File: src/rtl/seven_seg_scan_ctrl_pkg.sv
// Shared definitions for the seven-segment scan controller: display widths,
// FSM state encoding, frame payload and the nibble-slicing helper.
package seven_seg_scan_ctrl_pkg;

  localparam int unsigned MAX_DIG = 8;
  localparam int unsigned NIB_W   = 4;
  localparam int unsigned DATA_W  = MAX_DIG * NIB_W;
  localparam int unsigned IDX_W   = 3;

  localparam logic [1:0] ST_IDLE  = 2'd0;
  localparam logic [1:0] ST_BLANK = 2'd1;
  localparam logic [1:0] ST_SHOW  = 2'd2;

  typedef struct packed {
    logic [DATA_W-1:0]  data;
    logic [MAX_DIG-1:0] den;
    logic [MAX_DIG-1:0] dp;
  } frame_t;

  // Nibble for digit idx; digit 0 sits in the least significant bits.
  function automatic logic [NIB_W-1:0] nib_of(input logic [DATA_W-1:0] data,
                                               input logic [IDX_W-1:0]  idx);
    return data[NIB_W*32'(idx) +: NIB_W];
  endfunction

endpackage

File: src/rtl/seven_seg_scan_ctrl_if.sv
// Frame-update handshake between a frame producer and the scan controller.
interface seven_seg_scan_ctrl_if;

  logic [seven_seg_scan_ctrl_pkg::DATA_W-1:0]  upd_data;
  logic [seven_seg_scan_ctrl_pkg::MAX_DIG-1:0] upd_den;
  logic [seven_seg_scan_ctrl_pkg::MAX_DIG-1:0] upd_dp;
  logic                                        upd_valid;
  logic                                        upd_ready;

  modport master (output upd_data, output upd_den, output upd_dp,
                  output upd_valid, input upd_ready);

  modport slave  (input upd_data, input upd_den, input upd_dp,
                  input upd_valid, output upd_ready);

endinterface

File: src/rtl/seven_seg_slot_timer.sv
// Per-digit slot counter: blank strobe at the end of the dead-time, slot
// strobe at the end of the show phase.
module seven_seg_slot_timer #(
  parameter int unsigned CLK_DIV   = 100000,
  parameter int unsigned BLANK_CYC = 16,
  parameter int unsigned CNT_W     = 17
) (
  input  logic             clk,
  input  logic             rst,
  input  logic             run,
  output logic [CNT_W-1:0] cnt,
  output logic             blank_done_c,
  output logic             slot_done_c
);

  assign blank_done_c = (cnt == CNT_W'(BLANK_CYC - 1));
  assign slot_done_c  = (cnt == CNT_W'(CLK_DIV - 1));

  // Counter holds at zero whenever the scan is stopped.
  always_ff @(posedge clk) begin
    if (rst || !run) begin
      cnt <= '0;
    end else if (slot_done_c) begin
      cnt <= '0;
    end else begin
      cnt <= cnt + CNT_W'(1);
    end
  end

endmodule

File: src/rtl/seven_seg_scan_ctrl.sv
// Time-multiplexed scan controller for an 8-digit seven-segment display:
// shadow frame, blank/show slot sequencing and the frame-update handshake.
module seven_seg_scan_ctrl
  import seven_seg_scan_ctrl_pkg::*;
#(
  parameter int unsigned NUM_DIG   = 8,
  parameter int unsigned CLK_DIV   = 100000,
  parameter int unsigned BLANK_CYC = 16,
  parameter int unsigned CNT_W     = 17
) (
  input  logic                clk,
  input  logic                rst,
  input  logic                enable,
  seven_seg_scan_ctrl_if.slave bus,
  output logic [NIB_W-1:0]    nibble,
  output logic [MAX_DIG-1:0]  an_sel,
  output logic                dp_in,
  output logic                frame_done
);

  logic [1:0]         state, state_n;
  logic [IDX_W-1:0]   idx, idx_n;
  frame_t             shadow, shadow_n;
  logic [CNT_W-1:0]   cnt;
  logic               blank_done_c, slot_done_c;
  logic               run_c, upd_ready_c, upd_take_c;
  logic [NIB_W-1:0]   nibble_n;
  logic [MAX_DIG-1:0] an_sel_n;
  logic               dp_in_n, frame_done_n;

  // A new frame is only taken while idle or on the very first cycle of a frame.
  assign upd_ready_c   = !rst && ((state == ST_IDLE) ||
                                  (state == ST_BLANK && idx == '0 && cnt == '0));
  assign bus.upd_ready = upd_ready_c;
  assign upd_take_c    = bus.upd_valid && upd_ready_c;
  assign run_c         = enable && (state != ST_IDLE);

  seven_seg_slot_timer #(
    .CLK_DIV  (CLK_DIV),
    .BLANK_CYC(BLANK_CYC),
    .CNT_W    (CNT_W)
  ) u_timer (
    .clk         (clk),
    .rst         (rst),
    .run         (run_c),
    .cnt         (cnt),
    .blank_done_c(blank_done_c),
    .slot_done_c (slot_done_c)
  );

  always_ff @(posedge clk) begin
    if (rst) begin
      state      <= ST_IDLE;
      idx        <= '0;
      shadow     <= '0;
      nibble     <= '0;
      an_sel     <= '0;
      dp_in      <= 1'b0;
      frame_done <= 1'b0;
    end else begin
      state      <= state_n;
      idx        <= idx_n;
      shadow     <= shadow_n;
      nibble     <= nibble_n;
      an_sel     <= an_sel_n;
      dp_in      <= dp_in_n;
      frame_done <= frame_done_n;
    end
  end

  // Next state, shadow load, and outputs derived from the state being entered.
  always_comb begin
    state_n      = state;
    idx_n        = idx;
    shadow_n     = shadow;
    frame_done_n = 1'b0;
    nibble_n     = '0;
    an_sel_n     = '0;
    dp_in_n      = 1'b0;

    if (upd_take_c) begin
      shadow_n = '{data: bus.upd_data, den: bus.upd_den, dp: bus.upd_dp};
    end

    case (state)
      ST_IDLE: begin
        if (enable) begin
          state_n = ST_BLANK;
          idx_n   = '0;
        end
      end
      ST_BLANK: begin
        if (!enable) begin
          state_n = ST_IDLE;
          idx_n   = '0;
        end else if (blank_done_c) begin
          state_n = ST_SHOW;
        end
      end
      ST_SHOW: begin
        if (!enable) begin
          state_n = ST_IDLE;
          idx_n   = '0;
        end else if (slot_done_c) begin
          state_n = ST_BLANK;
          if (idx == IDX_W'(NUM_DIG - 1)) begin
            idx_n        = '0;
            frame_done_n = 1'b1;
          end else begin
            idx_n = idx + IDX_W'(1);
          end
        end
      end
      default: begin
        state_n = ST_IDLE;
        idx_n   = '0;
      end
    endcase

    if (state_n != ST_IDLE) begin
      nibble_n = nib_of(shadow_n.data, idx_n);
    end
    if (state_n == ST_SHOW) begin
      an_sel_n[idx_n] = shadow_n.den[idx_n];
      dp_in_n         = shadow_n.dp[idx_n] & shadow_n.den[idx_n];
    end
  end

endmodule

File: src/flat_wrapper.sv
// flat-port wrapper written by rule: the top's interface ports become plain ports
module seven_seg_scan_ctrl_flat import seven_seg_scan_ctrl_pkg::*;
#(
  parameter int unsigned NUM_DIG   = 8,
  parameter int unsigned CLK_DIV   = 100000,
  parameter int unsigned BLANK_CYC = 16,
  parameter int unsigned CNT_W     = 17
)
  (clk, rst, enable, nibble, an_sel, dp_in, frame_done, bus_upd_data, bus_upd_den, bus_upd_dp, bus_upd_valid, bus_upd_ready);
  seven_seg_scan_ctrl_if bus_i ();
  input  logic clk;
  input  logic rst;
  input  logic enable;
  output logic [NIB_W-1:0] nibble;
  output logic [MAX_DIG-1:0] an_sel;
  output logic dp_in;
  output logic frame_done;
  input wire logic [$bits(bus_i.upd_data)-1:0] bus_upd_data;
  input wire logic [$bits(bus_i.upd_den)-1:0] bus_upd_den;
  input wire logic [$bits(bus_i.upd_dp)-1:0] bus_upd_dp;
  input wire logic [$bits(bus_i.upd_valid)-1:0] bus_upd_valid;
  output wire logic [$bits(bus_i.upd_ready)-1:0] bus_upd_ready;
  assign bus_i.upd_data = bus_upd_data;
  assign bus_i.upd_den = bus_upd_den;
  assign bus_i.upd_dp = bus_upd_dp;
  assign bus_i.upd_valid = bus_upd_valid;
  assign bus_upd_ready = bus_i.upd_ready;
  seven_seg_scan_ctrl #(.NUM_DIG(NUM_DIG), .CLK_DIV(CLK_DIV), .BLANK_CYC(BLANK_CYC), .CNT_W(CNT_W)) u_core (.clk(clk), .rst(rst), .enable(enable), .bus(bus_i), .nibble(nibble), .an_sel(an_sel), .dp_in(dp_in), .frame_done(frame_done));
endmodule
File: config.mk
export PLATFORM = sky130hd
export DESIGN_NAME = seven_seg_scan_ctrl_flat
export DESIGN_NICKNAME = d
export VERILOG_FILES = /design/src/rtl/seven_seg_scan_ctrl_pkg.sv /design/src/rtl/seven_seg_scan_ctrl_if.sv /design/src/rtl/seven_seg_slot_timer.sv /design/src/rtl/seven_seg_scan_ctrl.sv /design/src/flat_wrapper.sv
export SDC_FILE = /design/constraint.sdc
export NUM_CORES = 1
export LEC_CHECK = 0
export CAP_MARGIN = 20
export CORE_ASPECT_RATIO = 1.1
export CORE_MARGIN = 5
export CORE_UTILIZATION = 65
export DETAILED_ROUTE_END_ITERATION = 10
export DONT_BUFFER_PORTS = 1
export PLACE_DENSITY = 0.81
export SLEW_MARGIN = 25
export SYNTH_ARGS = -nofsm -noshare
export SYNTH_HDL_FRONTEND = slang
export SYNTH_HIERARCHICAL = 1
export SYNTH_SLANG_ARGS = --single-unit
File: constraint.sdc
create_clock -name clk -period 4.4 [get_ports clk]
set_input_delay 0.44 -clock clk [delete_from_list [all_inputs] [get_ports clk]]
set_output_delay 0.44 -clock clk [all_outputs]
set_load 0.02 [all_outputs]
## Word level (Yosys, flattened, before mapping)

Index checks and enable logic that the tools add are counted.

- Word-level logic and storage cells: 67
- Input bits: 52
- Output and inout port bits: 15
- Bits in registers: 84

- $add $sub $neg: 2
- $lt $le $gt $ge: 2
- Multiplexer cells: 20
- Bitwise operators: 7
- Shifts and indexed selects: 1
- Eq/ne operators: 6
- Reduce and logical (&&, ||, !) cells: 19

Operator list:

| cell | number |
|---|---|
| 2-to-1 mux 48 bit | 1 |
| indexed part select 32 x 6 -> 4 bit | 1 |
| adder 17 x 1 -> 17 bit, second input constant | 1 |
| == test 17 bit, second input constant | 1 |
| == test 17 x 4 -> 1 bit, second input constant | 1 |
| zero test 17 bit | 1 |
| 2-to-1 mux 3 bit | 5 |
| 2-to-1 mux 2 bit | 5 |
| one-hot mux 3 bit (3 select lines) | 1 |
| AND 8 bit | 1 |
| binary-select mux 1 bit (select 3 bit) | 2 |
| logical AND 1 bit | 6 |
| one-hot mux 2 bit (3 select lines) | 1 |
| OR reduction 2 bit | 3 |
| inverter 1 bit | 5 |
| == test 2 bit, second input constant | 2 |
| less-than comparator 3 x 4 -> 1 bit, second input constant | 1 |
| 2-to-1 mux 1 bit | 4 |
| nonzero test 2 bit | 2 |
| OR reduction 4 bit | 1 |
| adder 3 x 1 -> 3 bit, second input constant | 1 |
| demux 1 bit (select 3 bit) | 1 |
| == test 3 bit, second input constant | 1 |
| >= comparator 3 x 1 -> 1 bit, second input constant | 1 |
| other kinds (6) | 8 |

## Logic depth before layout (Yosys ltp)

Gate-level depths: netlist (run 1).

- Word-level depth: 10
- Mapped depth: 13
- Depth with buffers taken out: 11

## Cells and area by module

The synthesis (run 1) kept the hierarchy.

Modules (own cells, without submodules):

| module | area each (um^2) | cells an instance | seq. area each (um^2) | times used |
|---|---|---|---|---|
| seven_seg_scan_ctrl | 3035.4 | 334 | 1341.3 | 1 |
| seven_seg_slot_timer | 804.5 | 90 | 340.3 | 1 |

## Least setup slack after synthesis (run 1)

No wires, ideal clock.

- Path type: reg-to-reg
- Start point: register u_core.u_timer.cnt[0]
- End point: register u_core.dp_in
- Stages on the path, launching flop included: 14
- Clock period less this slack: 2727 ps
- Required time: 4312 ps
- Library setup time: 88 ps
- Arrival time: 2639 ps
- Buffers on the path: 2
- Path slack: 1673 ps
- Path through: dfxtp_1 -> ha_1 -> and3_2 -> nand3_2 -> nor3_1 -> clkbuf_1 -> mux2i_1 -> o211a_1 -> and2_0 -> buf_2 -> nand2_1 -> o22a_1 -> and2_4 -> a311oi_2

- Elaborated cells between the ends (all ways): 24
- Those cells by class: eq/ne: 3; mux: 13; bitwise: 2; reduce/logical: 6

RTL lines:

| what | RTL line | text |
|---|---|---|
| from (decl) | seven_seg_slot_timer.sv:11 | `output logic [CNT_W-1:0] cnt,` |
| from (signal assigned) | seven_seg_slot_timer.sv:26 | `cnt <= cnt + CNT_W'(1);` |
| == test 17 bit (*) | seven_seg_slot_timer.sv:17 | `assign slot_done_c = (cnt == CNT_W'(CLK_DIV - 1));` |
| net u_core.slot_done_c | seven_seg_scan_ctrl.sv:25 | `logic blank_done_c, slot_done_c;` |
| 2-to-1 mux 3 bit / 2-to-1 mux 2 bit (equally long branches) | seven_seg_scan_ctrl.sv:104 | `end else if (slot_done_c) begin` |
| 2-to-1 mux 3 bit / 2-to-1 mux 2 bit (equally long branches) | seven_seg_scan_ctrl.sv:101 | `if (!enable) begin` |
| one-hot mux 3 bit (3 select lines) / one-hot mux 2 bit (3 select lines) (equally long branches) | seven_seg_scan_ctrl.sv:85 | `case (state)` |
| binary-select mux 1 bit (select 3 bit) / == test 2 bit (equally long branches) | seven_seg_scan_ctrl.sv:125, seven_seg_scan_ctrl.sv:123 |  |
| 2-to-1 mux 1 bit (not written as such) / inverter 1 bit (equally long branches) | n/a |  |
| AND 1 bit / OR reduction 2 bit (equally long branches) | n/a |  |
| to (signal assigned) | seven_seg_scan_ctrl.sv:66 | `dp_in <= dp_in_n;` |
| to (decl) | seven_seg_scan_ctrl.sv:17 | `output logic dp_in,` |

The timed path passes the listed nets; every way through them passes the cells marked *. The select of a mux whose other input is x is not followed.
A chain may end at the register's enable or synchronous reset.

## Final worst setup path (run 1)

Ends and elaborated chain as after synthesis.

==> summary.md, run 1 <==
| Metric | Value |
|---|---|
| CTS HTree Levels | `3` |
| CTS tree | `done` |
| Core Rows | `29` |
| Dpl hpwl | `6.01 mm` |
| Max Fanout on Critical Path | `14` |
| Total power draw | `1.45 mW` |
| Clock Power Share | `37.7%` |
| Top_reg_cell synth | `dfxtp_1` |
| Slowest-stage cell, CP | `nor3_1` |
| Share of cells above drive strength 1 | `under 10%` |
| CP Capture Type | `register` |
| Run status | `finished, final reports clean` |
| Simple-gate share of the synthesized area | `22.1%` |
| Post-layout nets | `470` |
| Height of the die | `just over 90 µm` |
| Worst path cell trace | `ha_1 > and3_2 > nand3_2 > nor3_1 > mux2i_1 > o211ai_4 > inv_1 > nand2_1 > nand3_1 > a311oi_2` |
| Pwr/cell area | `~360 mW/mm²` |
| Inserted Diodes | `0` |
| Synth cell types | `49` |
| Largest family of logic cells by synthesized area | `simple AND/OR/NAND/NOR gates` |
| # resized after CTS | `0` |
| Adder-Cell Fraction of Synth Area | `1.30%` |
| Clock transition at path regs | `approximately 0.090 ns` |
| Number of post-CTS setup repair buffers | `0` |
| Vias per cell | `5.90` |
| Leak Pwr | `1.55 nW` |
| CP required | `4.67 ns` |
| Clock Skew | `~0.0097 ns` |
| DR WL/cell | `16.9 µm` |
| Async set-reset flop share out of synthesis | `0%` |
| Grt ovf | `0` |
| CTS Buffer Depth | `2` |
| Via count | `2,928` |
| Num ports | `67` |
| Max_slew headroom | `42.6%` |
| Die ar. | `0.00755 mm²` |
| Routability Congestion | `0.849` |
| Initial antenna violation count | `0` |
| Gate Count Post-Synth | `424` |
| Sequential-to-total area share from yosys stat | `between 40% and 50%` |
| Int Power | `1.10 mW` |
| Crit-path leading delay family | `simple AND/OR/NAND/NOR gates` |
| Worst-Skew Late Latency | `0.35 ns` |
| Area Growth Syn to Fin | `4.89%` |
| Synth Area in Compound Gates | `9.38%` |
| Slew @ Worst Pin | `0.854 ns` |
| Total number of yosys warnings | `6` |
| Fillers | `between 400 and 500` |
| Drt pass-1 iters | `4` |
| Final Util | `69.8%` |
| Yosys reg bits | `84` |
| Switching share of power | `around a quarter` |
| Gr usage total | `22.1%` |
| Vias in the first global route | `2,844` |
| Total of max-cap violations | `0` |
| First-pass GRT wire length | `13.6 mm` |
| Crit start category | `register` |
| Post-Route Setup TNS | `0 ns` |
| Post-DRT Antenna Nets | `0` |
| Final setup violation count | `0` |
| Sequential power share | `a little under three fifths` |
| Count of flip-flops with a built-in enable after synthesis | `0` |
| CP bufs+invs | `1` |
| Total clock sinks | `84` |
| Largest net degree at the start of global routing | `56` |
| Combinational Power Share | `7.1%` |
| Register Area | `between 0.0015 and 0.002 mm²` |
| Post-Synth XOR/XNOR Area | `~3.2%` |
| Area of the multi-input gates | `around 0.0020 mm²` |
| Max-slew violation count | `0` |
| Slowest stage delay, CP | `0.73 ns` |
| Path type of the worst min-delay path | `input pin to register` |
| Crit path DAT | `~3.8 ns` |
| Period utilisation layout | `80.4%` |
| Syn Std Cell Area | `around 0.0038 mm²` |
| Num CTS Buffers | `9` |
| Die Wd | `83.3 µm` |
| Drt total wl | `between 8 and 9 mm` |
| Peak supply drop | `0.000260 V` |
| Syn Area/Cell | `9.06 µm²` |
| Initial Util | `approximately 67%` |
| Root buffer cell | `clkbuf_8` |
| Residual DRC | `0` |
| Minimum clock period | `roughly 3.5 ns` |
| Multiplexer share of the synthesized area | `15.4%` |
| Synthesized Nets | `480` |
| F_max | `0.283 GHz` |
| CP Class | `register to register` |
| Psw | `0.348 mW` |
| Hold buffer count at cts | `0` |
| RSZ-0062 raised after global routing | `false` |
| Final Hold Viols | `0` |
| CORE AREA | `0.00577 mm²` |
| Port Buffers | `0` |
| DR iter-0 viols | `194` |
-- path summary, 6_finish.rpt --
check,endpoint,depth (start not counted),slack (ns),startpoint
worst max-delay path,u_core/dp_in$_SDFF_PP0_,10,0.86,u_core/u_timer/cnt[0]$_SDFF_PP0_
worst min-delay path,u_core/shadow[4]$_SDFF_PP0_,1,0.15,rst
worst max register to register,u_core/dp_in$_SDFF_PP0_,10,0.86,u_core/u_timer/cnt[0]$_SDFF_PP0_
worst min register to register,u_core/shadow[3]$_SDFF_PP0_,2,0.46,u_core/shadow[3]$_SDFF_PP0_
-- power by group through the flow --
| stage | clock, mW | combinational, mW | sequential [mW] |
|---|---|---|---|
| after detailed placement | 0 | 0.102 | 0.816 |
| after global routing | 0.596 | 0.113 | 0.800 |
| after global placement | 0 | 0.0994 | 0.814 |
| after floorplan | 0 | 0.0912 | 0.811 |
| after CTS | 0.555 | 0.103 | 0.798 |
| final | 0.544 | 0.103 | 0.798 |
-- metal layers --
layer	wire length, µm	global-route usage, %	part of all wire, %	vias up
li1	-	-	-	1454
met5	0	0	0	-
met2	4120	36.7	49	95
met1	3540	26.4	42	1364
met3	595	6.11	7.1	15
met4	131	10.5	1.6	0
-- cells in the mapped netlist (2+ instances only) --
| cell | n | area, µm² |
|---|---|---|
| o221ai_1 | 2 | 17.5 |
| and2_1 | 2 | 12.5 |
| or4_1 | 2 | 15.0 |
| dfxtp_1 | 84 | 1680 |
| a21oi_1 | 18 | 90.1 |
| nor3_1 | 4 | 20.0 |
| nand3b_1 | 2 | 15.0 |
| buf_2 | 10 | 50.1 |
| inv_1 | 11 | 41.3 |
| clkbuf_1 | 9 | 33.8 |
| nand4_1 | 7 | 43.8 |
| nand2_1 | 54 | 203 |
| nand4b_1 | 2 | 17.5 |
| and4_1 | 2 | 17.5 |
| a21boi_0 | 4 | 30.0 |
| nor2b_1 | 3 | 18.8 |
| ha_1 | 4 | 50.1 |
| nand3_1 | 11 | 55.1 |
| nor2_1 | 71 | 267 |
| nor4_1 | 9 | 56.3 |
| a32oi_1 | 8 | 70.1 |
| o22ai_1 | 2 | 12.5 |
| xor2_1 | 3 | 26.3 |
| mux2i_1 | 59 | 591 |
| buf_6 | 3 | 33.8 |
| nand2b_1 | 4 | 25.0 |
| xnor2_1 | 11 | 96.3 |
| o22a_1 | 2 | 17.5 |
-- layout by cell type, fill, tap and decap left out, drive strengths merged, types with 7 or more instances in the layout --
cell type  netlist  final
a21oi           18     18
a32oi            8      8
clkbuf           9     10
dfxtp           84     84
inv             11     12
mux2i           59     59
nand2           54     54
nand3           12     12
nand4            7      7
nor2            71     71
nor4            10     10
xnor2           11     11
-- sequential cells by signal, summed over array words and instances, names as in the netlist --
signal	count
u_core/dp_in	1
u_core/shadow	48
u_core/idx	3
u_core/frame_done	1
u_core/state	2
u_core/an_sel	8
u_core/nibble	4
u_core/u_timer/cnt	17
-- per-stage QoR --
stage	instance area (µm²)	hold slack (ns)	setup slack, ns	std cells
finish	4030	0.149	0.863	496
global route	4030	0.135	0.579	496
CTS	4030	0.137	0.875	496
detailed placement	3830	0.443	0.903	480
global placement	3830	0.436	1.06	480
floorplan	3840	0.436	1.67	424
-- kinds of logic (layout without fill, tap and decap cells) --
group	count (synthesis)	after routing
compound gates	46	46
xor+xnor	14	14
fa+ha+maj	4	4
buf+inv	35	30
flops	84	84
mux	59	59
simple gates	182	182
-- worst reg2reg max path: cells and delay by family, from the launching register on --
family	cells	cell delay (ns)
adders and majority gates	1	0.24
and+or+nand+nor	5	1.37
DFF	1	0.42
muxes	1	0.24
AOI/OAI and AO/OA	2	0.83
buffers and inverters	1	0.37
-- layout make-up --
cell class                 count  share of cell area [%]
clock buffer                  10                    3.17
clock inverter                 6                    1.80
timing repair buffer           3                   0.870
multi-input combinational    305                    49.0
tap                           77                    2.39
sequential                    84                    41.8
inverter                      11                    1.03
Power figures use the tool's default switching activity.
==> run 2: changes to the inputs <==
Settings changed: CORE_UTILIZATION 65 to 63, PLACE_DENSITY 0.81 to 0.79.
Clock period 4.4 ns to 3.4 ns, I/O delays scaled along.
==> summary.md, run 2 (synthesis gave the netlist of run 1 again) <==
| Metric | Value |
|---|---|
| CTS HTree Levels | `3 (unchanged)` |
| Max reg flops | `48 (unchanged)` |
| F_max | `0.322 GHz (+14%)` |
| Max_slew headroom | `51.2% (+8.6 points)` |
| Pwr/cell area | `463 mW/mm² (+29%)` |
| Run status | `finished, final reports clean` |
| Slew @ Worst Pin | `0.730 ns (-0.123 ns)` |
| Peak supply drop | `0.000321 V (+23%)` |
| Non-Filler Instances | `501 (+1.0%)` |
| Final setup violation count | `0 (unchanged)` |
| Drt pass-1 iters | `4 (unchanged)` |
| Max Fanout on Critical Path | `6 (-8)` |
| Grt ovf | `0 (unchanged)` |
| CORE AREA | `0.00584 mm² (+1.3%)` |
| CP Capture Type | `register` |
| Path type of the worst min-delay path | `input pin to register` |
| Final Hold Viols | `0 (unchanged)` |
| Hold_ws | `0.0610 ns (-0.0882 ns)` |
| Number of post-CTS setup repair buffers | `0 (unchanged)` |
| Minimum clock period | `3.11 ns (-0.427 ns)` |
| Height of the die | `91.9 µm (+1.4%)` |
| Worst-Skew Late Latency | `0.36 ns (about the same)` |
| Port Buffers | `0 (unchanged)` |
| Share of cells above drive strength 1 | `8.02% (+1.1 points)` |
| Inserted Diodes | `0 (unchanged)` |
| CTS tree | `done` |
| Total power draw | `1.87 mW (+30%)` |
| CTS Buffer Depth | `2 (unchanged)` |
| Hold buffer count at cts | `0 (unchanged)` |
| Via count | `2,974 (+1.6%)` |
| Core Rows | `29 (unchanged)` |
| CP Class | `register to register` |
| Largest net degree at the start of global routing | `56 (unchanged)` |
| Most common cell after layout, fill and taps aside | `dfxtp_1` |
| Clock Skew | `0.0117 ns (+0.00205 ns)` |
| Slowest-stage cell, CP | `dfxtp_1` |
| First-pass GRT wire length | `13.4 mm (-1.2%)` |
| Area of the multi-input gates | `0.00197 mm² (unchanged)` |
| Vias per cell | `5.94 (+0.56%)` |
| Placed insts | `485 (+1.0%)` |
| CP required | `3.66 ns (-1.01 ns)` |
| Register Area | `0.00168 mm² (unchanged)` |
| Post-DRT Antenna Nets | `0 (unchanged)` |
| Total clock sinks | `84 (unchanged)` |
| Leak Pwr | `1.57 nW (+1.0%)` |
| Total of max-cap violations | `0 (unchanged)` |
| Largest registers | `u_core/shadow x48, u_core/u_timer/cnt x17, u_core/an_sel x8` |
| Slowest stage delay, CP | `0.41 ns (-0.32 ns)` |
| Drt total wl | `8.15 mm (-2.8%)` |
| Dpl hpwl | `5.95 mm (-0.91%)` |
| Die ar. | `0.00776 mm² (+2.8%)` |
| Max-slew violation count | `0 (unchanged)` |
| Final Util | `69.4% (-0.46 points)` |
| Vias in the first global route | `2,904 (+2.1%)` |
| Most frequent cells in the layout | `dfxtp_1, nor2_1, mux2i_1, nand2_1, a21oi_1` |
| Fillers | `456 (+2.2%)` |
| DR WL/cell | `16.3 µm (-3.8%)` |
| Residual DRC | `0 (unchanged)` |
| Crit start category | `register` |
| Crit path DAT | `3.38 ns (-0.43 ns)` |
| Post-layout nets | `475 (+1.1%)` |
| Worst path cell trace | `ha_1 > and3_2 > nand3_2 > nor3_1 > buf_4 > mux2i_1 > o211a_1 > and2_0 > nand2_1 > o22a_1 > and2_4 > a311oi_2` |
| DR iter-0 viols | `158 (-19%)` |
| Post-Route Setup TNS | `0 ns (unchanged)` |
| Largest Register | `u_core/shadow` |
| RSZ-0062 raised after global routing | `false` |
| Area Growth Syn to Fin | `5.51%` |
| Die Wd | `84.4 µm (+1.4%)` |
| Initial Util | `65.7% (-0.83 points)` |
| Initial antenna violation count | `0 (unchanged)` |
| Num ports | `67 (unchanged)` |
| Num CTS Buffers | `9 (unchanged)` |
| Root buffer cell | `clkbuf_8` |
| # resized after CTS | `0 (unchanged)` |
| Routability Congestion | `0.814 (-4.2%)` |
| Clock transition at path regs | `0.08 ns (about the same)` |
| Period utilisation layout | `91.5% (+11 points)` |
| Gr usage total | `21.2% (-0.91 points)` |
run 2: path summary, 6_finish.rpt:
kind | to | slack, ns | depth (start not counted) | from
min reg2reg | u_core/shadow[4]$_SDFF_PP0_ | 0.45 | 2 | u_core/shadow[4]$_SDFF_PP0_
min | u_core/shadow[11]$_SDFF_PP0_ | 0.06 | 1 | rst
max reg2reg | u_core/dp_in$_SDFF_PP0_ | 0.29 | 12 | u_core/u_timer/cnt[0]$_SDFF_PP0_
max | u_core/dp_in$_SDFF_PP0_ | 0.29 | 12 | u_core/u_timer/cnt[0]$_SDFF_PP0_
run 2: final cells by class:
type                       count  area share [%]
multi-input combinational    305            48.7
sequential                    84            41.5
clock buffer                  10            3.15
tap                           77            2.38
clock inverter                 6            1.76
timing repair buffer           8            1.48
inverter                      11            1.02
run 2: report_power, final:
part / internal (mW) / switching (mW) / leakage [nW]
Clock: 0.347 / 0.366 / 0.0939
Combinational: 0.0560 / 0.0737 / 0.788
Sequential: 1.02 / 0.0149 / 0.683
run 2: per-stage QoR:
step                      setup slack, ns  instance area [µm²]
after CTS                           0.320                 4050
after floorplan                     0.673                 3840
after detailed placement            0.335                 3850
final                               0.290                 4050
after global routing                0.142                 4050
after global placement              0.524                 3850
run 2: worst max-delay path: cells and delay by family (launching register included):
family | cells | cell delay [ns]
simple gates | 6 | 1.31
compound gates | 3 | 0.66
flops | 1 | 0.41
fa+ha+maj | 1 | 0.23
mux | 1 | 0.23
buf+inv | 1 | 0.19
run 2: per-layer routing:
layer | wire (µm) | track usage (%) | vias to the layer above
met1 | 3390 | 25.5 | 1399
met4 | 220 | 10.7 | 0
met2 | 3890 | 34.5 | 96
met3 | 641 | 6.36 | 17
li1 | - | - | 1462
met5 | 0 | 0 | -
==> run 3: changes to the inputs <==
==> constraint.sdc (replaced) <==
create_clock -name clk -period 3.4 [get_ports clk]
set_input_delay 0.17 -clock clk [delete_from_list [all_inputs] [get_ports clk]]
set_output_delay 0.17 -clock clk [all_outputs]
set_load 0.02 [all_outputs]
==> summary.md, run 3 (synthesis gave the netlist of run 1 again) <==
| Metric | Value |
|---|---|
| Run status | `finished, final reports clean` |
| Area Growth Syn to Fin | `16.7%` |
| Crit-path leading delay family | `simple AND/OR/NAND/NOR gates` |
| Largest registers | `u_core/shadow x48, u_core/u_timer/cnt x17, u_core/an_sel x8` |
| Max_slew headroom | `52.1% (+0.90 points)` |
| Non-Filler Instances | `543 (+8.4%)` |
| Period utilisation layout | `91.4% (about the same)` |
| Total of max-cap violations | `0 (unchanged)` |
| Pwr/cell area | `434 mW/mm² (-6.3%)` |
| Max Fanout on Critical Path | `6 (unchanged)` |
| Die Wd | `84.4 µm (unchanged)` |
| Final Util | `76.7% (+7.4 points)` |
| Final Hold Viols | `0 (unchanged)` |
| Num CTS Buffers | `9 (unchanged)` |
| Psw | `0.489 mW (+7.6%)` |
| Int Power | `1.45 mW (+2.4%)` |
| Routability Congestion | `0.814 (unchanged)` |
| CORE AREA | `0.00584 mm² (unchanged)` |
| Initial Util | `65.7% (unchanged)` |
| Largest Register | `u_core/shadow` |
| Residual DRC | `0 (unchanged)` |
| CTS Buffer Depth | `2 (unchanged)` |
| Inserted Diodes | `0 (unchanged)` |
| Minimum clock period | `3.11 ns (-0.00118 ns)` |
| Crit start category | `register` |
| Clock Skew | `0.0165 ns (+0.00480 ns)` |
| Num ports | `67 (unchanged)` |
| Port Buffers | `0 (unchanged)` |
| CTS HTree Levels | `3 (unchanged)` |
| Max-slew violation count | `0 (unchanged)` |
| Gr usage total | `23.8% (+2.5 points)` |
| Drt pass-1 iters | `4 (unchanged)` |
| Fillers | `389 (-15%)` |
| Core Rows | `29 (unchanged)` |
| F_max | `0.322 GHz (about the same)` |
| Max reg flops | `48 (unchanged)` |
| RSZ-0062 raised after global routing | `false` |
| Die ar. | `0.00776 mm² (unchanged)` |
| Dpl hpwl | `5.95 mm (unchanged)` |
| Peak supply drop | `0.000348 V (+8.3%)` |
| First-pass GRT wire length | `14.9 mm (+11%)` |
| Final setup violation count | `0 (unchanged)` |
| Combinational Power Share | `9.5% (+2.6 points)` |
| Grt ovf | `0 (unchanged)` |
| # resized after CTS | `0 (unchanged)` |
| Crit path DAT | `3.38 ns (about the same)` |
| Clock transition at path regs | `0.09 ns (about the same)` |
| Worst path cell trace | `ha_1 > and3_2 > nand3_2 > nor3_1 > buf_4 > mux2i_1 > o211a_1 > and2_0 > nand2_1 > o22a_1 > and2_4 > a311oi_2` |
| Placed insts | `485 (unchanged)` |
| Share of cells above drive strength 1 | `7.51% (-0.51 points)` |
| DR WL/cell | `17.0 µm (+4.6%)` |
| Number of post-CTS setup repair buffers | `0 (unchanged)` |
| Most frequent cells in the layout | `dfxtp_1, nor2_1, mux2i_1, nand2_1, dlygate4sd3_1` |
| Slowest stage delay, CP | `0.41 ns (about the same)` |
| Height of the die | `91.9 µm (unchanged)` |
| Switching share of power | `25.2% (+0.93 points)` |
| Drt total wl | `9.24 mm (+13%)` |
| CP required | `3.67 ns (about the same)` |
| Via count | `3,182 (+7.0%)` |
| Total clock sinks | `84 (unchanged)` |
| CP Class | `register to register` |
| CP bufs+invs | `1 (unchanged)` |
| Post-Route Setup TNS | `0 ns (unchanged)` |
| Path type of the worst min-delay path | `input pin to register` |
| Hold_ws | `0.00137 ns (-0.0596 ns)` |
| CTS tree | `done` |
| Slew @ Worst Pin | `0.717 ns (-0.0135 ns)` |
| Root buffer cell | `clkbuf_8` |
| DR iter-0 viols | `178 (+13%)` |
| Leak Pwr | `1.75 nW (+12%)` |
| Worst-Skew Late Latency | `0.36 ns (about the same)` |
| Vias in the first global route | `3,198 (+10%)` |
| Post-DRT Antenna Nets | `0 (unchanged)` |
| Hold buffer count at cts | `42 (+42)` |
| Post-layout nets | `517 (+8.8%)` |
| Clock Power Share | `37.3% (-0.8 points)` |
| Slowest-stage cell, CP | `dfxtp_1` |
| Vias per cell | `5.86 (-1.3%)` |
| Initial antenna violation count | `0 (unchanged)` |
| Sequential power share | `53.2% (-1.8 points)` |
| Largest net degree at the start of global routing | `52 (-7.1%)` |
| Most common cell after layout, fill and taps aside | `dfxtp_1` |
| CP Capture Type | `register` |
## run 3: worst paths after layout
| kind | from | endpoint | slack, ns | cells after the start |
|---|---|---|---|---|
| worst max register to register | u_core/u_timer/cnt[0]$_SDFF_PP0_ | u_core/dp_in$_SDFF_PP0_ | 0.29 | 12 |
| worst min-delay path | bus_upd_data[16] | u_core/shadow[32]$_SDFF_PP0_ | 0.001 | 2 |
| worst max-delay path | u_core/u_timer/cnt[0]$_SDFF_PP0_ | u_core/dp_in$_SDFF_PP0_ | 0.29 | 12 |
| worst min register to register | u_core/shadow[4]$_SDFF_PP0_ | u_core/shadow[4]$_SDFF_PP0_ | 0.46 | 2 |
## run 3: metal layers
metal | global-route usage [%] | up-vias | routed length [µm]
li1 | - | 1545 | -
met1 | 26.7 | 1494 | 3690
met2 | 41.1 | 116 | 4540
met3 | 6.18 | 27 | 688
met4 | 12.9 | 0 | 322
met5 | 0 | - | 0
## run 3: through the flow
step	instance area (µm²)	setup WS, ns	power, mW
after floorplan	3840	0.673	1.17
after detailed placement	3850	0.335	1.18
final	4480	0.291	1.94
after global placement	3850	0.524	1.18
after CTS	4480	0.320	1.95
after global routing	4480	0.142	2.01
## run 3: final cells by class
cell class	count	area [µm²]	area share [%]
multi-input combinational	305	1970	44.0
sequential	84	1680	37.5
timing repair buffer	50	490	10.9
clock buffer	10	128	2.85
tap	77	96.3	2.15
clock inverter	6	71.3	1.59
inverter	11	41.3	0.921
## run 3: power groups by stage
stage	combinational, mW	clock (mW)	sequential, mW
2_1_floorplan	0.118	0	1.05
3_3_place_gp	0.125	0	1.05
3_5_place_dp	0.129	0	1.05
4_1_cts	0.180	0.733	1.03
5_1_grt	0.200	0.774	1.04
6_report	0.184	0.726	1.03
